===== config.mk =====
export PLATFORM = sky130hd
export DESIGN_NAME = up_prog_tx_flat
export DESIGN_NICKNAME = d
export VERILOG_FILES = /design/src/rtl/up_pkg.sv /design/src/rtl/up_prog_tx_if.sv /design/src/rtl/up_baud_tick.sv /design/src/rtl/up_prog_tx.sv /design/src/flat_wrapper.sv
export SDC_FILE = /design/constraint.sdc
export NUM_CORES = 1
export LEC_CHECK = 0
export ABC_CLOCK_PERIOD_IN_PS = 5400
export BUFFER_PORTS_ARGS = -buffer_cell sky130_fd_sc_hd__buf_2
export CAP_MARGIN = 20
export CORE_MARGIN = 2
export CORE_UTILIZATION = 45
export CTS_BUF_LIST = sky130_fd_sc_hd__clkbuf_4 sky130_fd_sc_hd__clkbuf_8 sky130_fd_sc_hd__clkbuf_16
export DETAILED_ROUTE_END_ITERATION = 8
export SLEW_MARGIN = 0
export SYNTH_ARGS = -nofsm -noshare
export SYNTH_HDL_FRONTEND = slang
export SYNTH_SLANG_ARGS = --single-unit
export TNS_END_PERCENT = 30

===== constraint.sdc =====
create_clock -name clk -period 5.4 [get_ports clk]
set_input_delay 0.54 -clock clk [delete_from_list [all_inputs] [get_ports clk]]
set_output_delay 0.54 -clock clk [all_outputs]
set_load 0.1 [all_outputs]

===== src/rtl/up_pkg.sv =====
// Shared definitions for the serial programming transmitter: sync byte,
// FSM state encoding and the 8N1 frame builder.
package up_pkg;

  localparam logic [7:0] SYNC_BYTE = 8'h55;

  typedef enum logic [2:0] {
    UP_TX_IDLE,
    UP_TX_FRAME,
    UP_TX_GAP,
    UP_TX_FETCH,
    UP_TX_CAPT
  } up_tx_state_e;

  // Frame bits in transmit order from bit 0: start(0), data LSB..MSB, stop(1).
  function automatic logic [9:0] up_frame(input logic [7:0] b);
    return {1'b1, b, 1'b0};
  endfunction

endpackage


===== src/rtl/up_prog_tx_if.sv =====
// Host-side bundle of the programming transmitter: control handshake,
// image memory read port and the target-facing pins.
interface up_prog_tx_if;

  logic       start;
  logic [7:0] length;
  logic       mem_rd;
  logic [7:0] mem_addr;
  logic [7:0] mem_data;
  logic       prog;
  logic       tx;
  logic       busy;
  logic       done;

  modport master (
    output start, length, mem_data,
    input  mem_rd, mem_addr, prog, tx, busy, done
  );

  modport slave (
    input  start, length, mem_data,
    output mem_rd, mem_addr, prog, tx, busy, done
  );

endinterface


===== src/rtl/up_baud_tick.sv =====
// Bit-period timer: CLK_DIV-cycle down-counter with synchronous restart,
// ticking on the last cycle of every bit period.
module up_baud_tick #(
  parameter int CLK_DIV = 434
) (
  input  logic clk,
  input  logic nRst,
  input  logic restart,
  output logic tick
);

  localparam int            DW     = $clog2(CLK_DIV);
  localparam logic [DW-1:0] RELOAD = DW'(CLK_DIV - 1);

  logic [DW-1:0] cnt;

  always_ff @(posedge clk or negedge nRst) begin
    if (!nRst)                cnt <= RELOAD;
    else if (restart || tick) cnt <= RELOAD;
    else                      cnt <= cnt - DW'(1);
  end

  assign tick = (cnt == '0);

endmodule


===== src/rtl/up_prog_tx.sv =====
// Serial program downloader: raises prog, sends the autobaud sync byte, then
// streams the image memory as 8N1 frames separated by idle-high gaps.
//
//   state | meaning
//   IDLE  | waiting for start; prog/busy low, tx high
//   FRAME | shifting out start, 8 data, stop bits
//   GAP   | GAP_BITS idle-high bit times after the stop bit
//   FETCH | mem_rd strobe for the next image byte
//   CAPT  | load read data into the frame shifter
module up_prog_tx
  import up_pkg::*;
#(
  parameter int CLK_DIV  = 434,
  parameter int GAP_BITS = 2
) (
  input logic         clk,
  input logic         nRst,
  up_prog_tx_if.slave bus
);

  localparam int            GW       = (GAP_BITS > 1) ? $clog2(GAP_BITS) : 1;
  localparam logic [GW-1:0] GAP_LAST = GW'((GAP_BITS > 0) ? GAP_BITS - 1 : 0);

  up_tx_state_e  state, state_nxt;
  logic [9:0]    shifter;
  logic [3:0]    bit_idx;
  logic [GW-1:0] gap_cnt;
  logic [8:0]    byte_cnt;
  logic [8:0]    len_q;
  logic          tick;
  logic          restart;
  logic          frame_end;
  logic          gap_end;
  logic          last;
  logic          finish;

  // Timer free-runs only while a bit period is being timed.
  assign restart   = !(state == UP_TX_FRAME || state == UP_TX_GAP);
  assign frame_end = (state == UP_TX_FRAME) && tick && (bit_idx == 4'd9);
  assign gap_end   = (state == UP_TX_GAP) && tick && (gap_cnt == GAP_LAST);
  assign last      = (byte_cnt == len_q);
  assign finish    = last && (gap_end || (frame_end && GAP_BITS == 0));

  up_baud_tick #(.CLK_DIV(CLK_DIV)) u_tick (
    .clk     (clk),
    .nRst    (nRst),
    .restart (restart),
    .tick    (tick)
  );

  always_ff @(posedge clk or negedge nRst) begin
    if (!nRst) state <= UP_TX_IDLE;
    else       state <= state_nxt;
  end

  always_comb begin
    state_nxt = state;
    unique case (state)
      UP_TX_IDLE:  if (bus.start) state_nxt = UP_TX_FRAME;
      UP_TX_FRAME: begin
        if (frame_end) begin
          if (GAP_BITS == 0) state_nxt = last ? UP_TX_IDLE : UP_TX_FETCH;
          else               state_nxt = UP_TX_GAP;
        end
      end
      UP_TX_GAP:   if (gap_end) state_nxt = last ? UP_TX_IDLE : UP_TX_FETCH;
      UP_TX_FETCH: state_nxt = UP_TX_CAPT;
      UP_TX_CAPT:  state_nxt = UP_TX_FRAME;
      default:     state_nxt = UP_TX_IDLE;
    endcase
  end

  always_comb begin
    bus.tx     = 1'b1;
    bus.mem_rd = 1'b0;
    bus.prog   = 1'b1;
    bus.busy   = 1'b1;
    unique case (state)
      UP_TX_IDLE: begin
        bus.prog = 1'b0;
        bus.busy = 1'b0;
      end
      UP_TX_FRAME: bus.tx     = shifter[0];
      UP_TX_FETCH: bus.mem_rd = 1'b1;
      default: ;
    endcase
  end

  assign bus.mem_addr = byte_cnt[7:0];

  always_ff @(posedge clk or negedge nRst) begin
    if (!nRst) begin
      shifter  <= '1;
      bit_idx  <= '0;
      gap_cnt  <= '0;
      byte_cnt <= '0;
      len_q    <= '0;
      bus.done <= 1'b0;
    end else begin
      bus.done <= finish;
      unique case (state)
        UP_TX_IDLE: begin
          if (bus.start) begin
            len_q    <= (bus.length == 8'd0) ? 9'd256 : {1'b0, bus.length};
            shifter  <= up_frame(SYNC_BYTE);
            bit_idx  <= '0;
            byte_cnt <= '0;
          end
        end
        UP_TX_FRAME: begin
          if (tick) begin
            shifter <= {1'b1, shifter[9:1]};
            bit_idx <= (bit_idx == 4'd9) ? 4'd0 : bit_idx + 4'd1;
            gap_cnt <= '0;
          end
        end
        UP_TX_GAP: if (tick) gap_cnt <= gap_cnt + GW'(1);
        UP_TX_CAPT: begin
          shifter  <= up_frame(bus.mem_data);
          bit_idx  <= '0;
          byte_cnt <= byte_cnt + 9'd1;
        end
        default: ;
      endcase
    end
  end

endmodule


===== src/flat_wrapper.sv =====
// flat-port wrapper written by rule: the top's interface ports become plain ports
module up_prog_tx_flat import up_pkg::*;
#(
  parameter int CLK_DIV  = 434,
  parameter int GAP_BITS = 2
)
  (clk, nRst, bus_start, bus_length, bus_mem_data, bus_mem_rd, bus_mem_addr, bus_prog, bus_tx, bus_busy, bus_done);
  up_prog_tx_if bus_i ();
  input logic clk;
  input logic nRst;
  input wire logic [$bits(bus_i.start)-1:0] bus_start;
  input wire logic [$bits(bus_i.length)-1:0] bus_length;
  input wire logic [$bits(bus_i.mem_data)-1:0] bus_mem_data;
  output wire logic [$bits(bus_i.mem_rd)-1:0] bus_mem_rd;
  output wire logic [$bits(bus_i.mem_addr)-1:0] bus_mem_addr;
  output wire logic [$bits(bus_i.prog)-1:0] bus_prog;
  output wire logic [$bits(bus_i.tx)-1:0] bus_tx;
  output wire logic [$bits(bus_i.busy)-1:0] bus_busy;
  output wire logic [$bits(bus_i.done)-1:0] bus_done;
  assign bus_i.start = bus_start;
  assign bus_i.length = bus_length;
  assign bus_i.mem_data = bus_mem_data;
  assign bus_mem_rd = bus_i.mem_rd;
  assign bus_mem_addr = bus_i.mem_addr;
  assign bus_prog = bus_i.prog;
  assign bus_tx = bus_i.tx;
  assign bus_busy = bus_i.busy;
  assign bus_done = bus_i.done;
  up_prog_tx #(.CLK_DIV(CLK_DIV), .GAP_BITS(GAP_BITS)) u_core (.clk(clk), .nRst(nRst), .bus(bus_i));
endmodule

==> impl_metrics.csv <==
group,metric,value,unit
status,outcome,"complete, no violations",
global_route,grt_pass1_wl,7920,um
clock_network,cts_buffer_depth,2,
global_route,grtUsageMet3,4.02,%
worst_setup_path,slowest_delay,0.78,ns
worst_setup_path,critPathRequiredTime,4.86,ns
die,die_area,6170,um2
clock_network,h-tree-depth,2,
clock_network,cts_sinks,45,
die,coreArea,5440,um2
route,drt_iter0_drc,79,
cells_and_area,final_cell_count_no_fill,325,
global_route,grt_max_degree,46,
global_route,overflow,0,
route,drc_errors,0,
sta,clock.fmax,372,MHz
worst_setup_path,r2r_start,"u_core.state[0]",
global_route,grt_pass1_vias,1704,
logic_synthesis,yosysUniqueCellTypes,53,
worst_setup_path,startpoint,"u_core.state[0]",
clock_network,cts_hold_buf,0,
clock_network,clk_pin_slew_worst_paths,0.10,ns
place,io_buffer_count,31,
sta,period_needed,2.69,ns
clock_network,insertion_delay,0.31,ns
cells_and_area,num-nets-final,275,
logic_synthesis,ys_ff_latch,45,
die,initial_core_util,46.0,%
place,dp_hpwl,3290,um
logic_synthesis,avgSynthCellArea,10.8,um2
logic_synthesis,synth_top_flop_cell,"dfrtp_1",
sta,layout_setup_ws,2.71,ns
worst_setup_path,critPathMaxFanout,15,
die,die_w,78.5,um
run,drv_cap,0,
worst_hold_path,hold_path.class,"in -> async",
worst_setup_path,critPathArrivalTime,2.15,ns
clock_network,cts-buffers-inserted,5,
route,wl,4600,um
clock_network,cts_tree,"built",
logic_synthesis,synth_edf_count,0,
clock_network,post_cts_buffers,0,
power,pwr_density_cell,221,nW/um2
clock_network,root_buffer,"clkbuf_8",
sta,skew,0.0135,ns
worst_setup_path,cpMaxStageDelayCell,"nor3b_2",
place,gp_congestion,0.800,
global_route,busiest_layer,"met2",
sta,timing.final.max_slew_violations,0,
sta,finalSetupViolCount,0,
cells_and_area,drive_gt1_share,33.6,%
die,die_h,78.5,um
global_route,met2_usage,26.3,%
route,drtAntennaViolNets,0,
sta,fin_crit_sh,49.8,%
clock_network,post_cts_resize_count,0,
sta,finalSetupTns,0,ns
sta,slew_headroom,32.5,%
global_route,use_met1,21.5,%
place,post-place-ws,2.98,ns
route,vias,1775,
route,avgViaCountPerCell,5.46,
power,irDropWorstVdd,0.135,mV
die,io_pins,32,
cells_and_area,antenna_cells,0,
power,p_leak,0.00116,uW
worst_setup_path,cp_top_family,"simple AND/OR/NAND/NOR gates",
logic_synthesis,syn_inst,231,
logic_synthesis,async_reset_ff_share,100,%
worst_setup_path,path_class,"reg -> out",
cells_and_area,fin_util,50.1,%
die,rows,27,
logic_synthesis,synthesis.area,2500,um2
cells_and_area,area_delta_synth_final,9.01,%
place,dp_cells,317,
sta,finalHoldViolations,0,
sta,rsz0062_at_grt,"false",
global_route,antenna_found_initial,0,
worst_setup_path,start_kind,"flop",
route,wire_per_inst,14.1,um
route,dr.pass1.iters,4,
sta,worst_pin_slew,1.01,ns
logic_synthesis,syn-num-nets,254,
global_route,track_usage,16.3,%
worst_setup_path,worst-path-buf-inv,1,
logic_synthesis,yosys_warnings,0,
worst_setup_path,cp_cell_sequence,"nor3b_2 > nand2_1 > buf_2",
logic_synthesis,ys_seq_area_share,45.7,%
worst_setup_path,end_kind,"output port",
power,p_total,602,uW
[through the flow]
| step | hold slack, ns | instance area (um2) |
|---|---|---|
| finish | 0.373 | 2730 |
| global route | 0.452 | 2730 |
| floorplan | 0.244 | 2500 |
| global placement | 0.461 | 2630 |
| detailed placement | 0.463 | 2630 |
| CTS | 0.417 | 2730 |
[flip-flops by register name, indices dropped and copies added (netlist names)]
signal,cells
u_core.bus.done,1
u_core.len_q,9
u_core.u_tick.cnt,9
u_core.state,3
u_core.gap_cnt,1
u_core.shifter,9
u_core.bit_idx,4
u_core.byte_cnt,9
[worst paths after layout]
path	endpoint	slack, ns	cells after the start
setup / recovery	bus_tx	2.71	3
hold / removal	u_core.byte_cnt[6]	0.37	1
setup reg to reg	u_core.bit_idx[1]	2.95	3
hold reg to reg	u_core.u_tick.cnt[0]	0.48	1
max in group asynchronous	u_core.bit_idx[1]	4.41	1
min in group clk	u_core.len_q[5]	0.47	2
[routing by layer]
| metal | share of wire [%] | vias up |
|---|---|---|
| met1 | 48 | 879 |
| met2 | 47 | 28 |
| li1 | - | 863 |
| met4 | 0.89 | 0 |
| met3 | 4.0 | 5 |
| met5 | 0 | - |
[synth_stat cells (3+ instances only)]
cell | n | area share (%)
mux2_2 | 18 | 8.1
o2bb2ai_1 | 3 | 1.1
buf_4 | 11 | 3.3
a22oi_1 | 4 | 1.2
o22ai_1 | 3 | 0.75
inv_1 | 10 | 1.5
xnor2_1 | 13 | 4.6
nor2b_1 | 3 | 0.75
dfstp_2 | 14 | 15
o31ai_1 | 3 | 0.90
nand2b_1 | 7 | 1.8
a22o_1 | 4 | 1.4
nand3_1 | 4 | 0.80
o21ai_0 | 8 | 1.6
or3_1 | 3 | 0.75
nand2_1 | 13 | 2.0
ha_1 | 4 | 2.0
nor2_1 | 17 | 2.6
or4_1 | 5 | 1.5
xor2_1 | 3 | 1.1
nor4_1 | 4 | 1.0
dfrtp_1 | 31 | 31
a21oi_1 | 9 | 1.8
buf_2 | 4 | 0.80
[cell type report]
| type | instances | area, um2 |
|---|---|---|
| fillers | 507 | 2710 |
| multi-input cells | 159 | 1200 |
| flip-flops and latches | 45 | 1140 |
| repair buffers | 31 | 155 |
| well taps | 72 | 90.1 |
| clock buffers | 5 | 68.8 |
| inverters | 10 | 37.5 |
| clock inverters | 3 | 28.8 |
[cell families (layout without fill, tap and decap cells)]
kind of cell    Yosys count  count (layout)  share of synthesized area [%]
simple gates             75              75                           19.6
mux                      19              19                           8.51
fa+ha+maj                 4               4                           2.00
flops                    45              45                           45.7
buf+inv                  27              49                           6.21
compound gates           45              45                           12.3
xor+xnor                 16              16                           5.61
[power breakdown]
group	switching (uW)	internal, uW
clock	129	97.7
sequential	3.87	342
combinational	16.5	12.6
total	150	453
[worst reg2reg max path, stage by stage (launching register included)]
cell	delay [ns]
dfrtp_1	0.64
or3b_1	0.50
o21ai_1	0.79
mux2_2	0.41
[cells in the final DEF, fill, tap and decap left out, drive strengths merged, types with 4 or more instances in the layout]
master  Yosys  final
ha          4      4
nand2      13     13
nor2       18     18
nand3       4      4
buf        16     31
nand2b      7      7
a22oi       4      4
nor4        5      5
clkbuf      1      5
nor3        4      4
dfrtp      31     31
a22o        4      4
or4         5      5
mux2       18     18
o21ai      11     11
dfstp      14     14
inv        10     13
xnor2      13     13
a21oi       9      9
(Power assumes the default switching activity.)
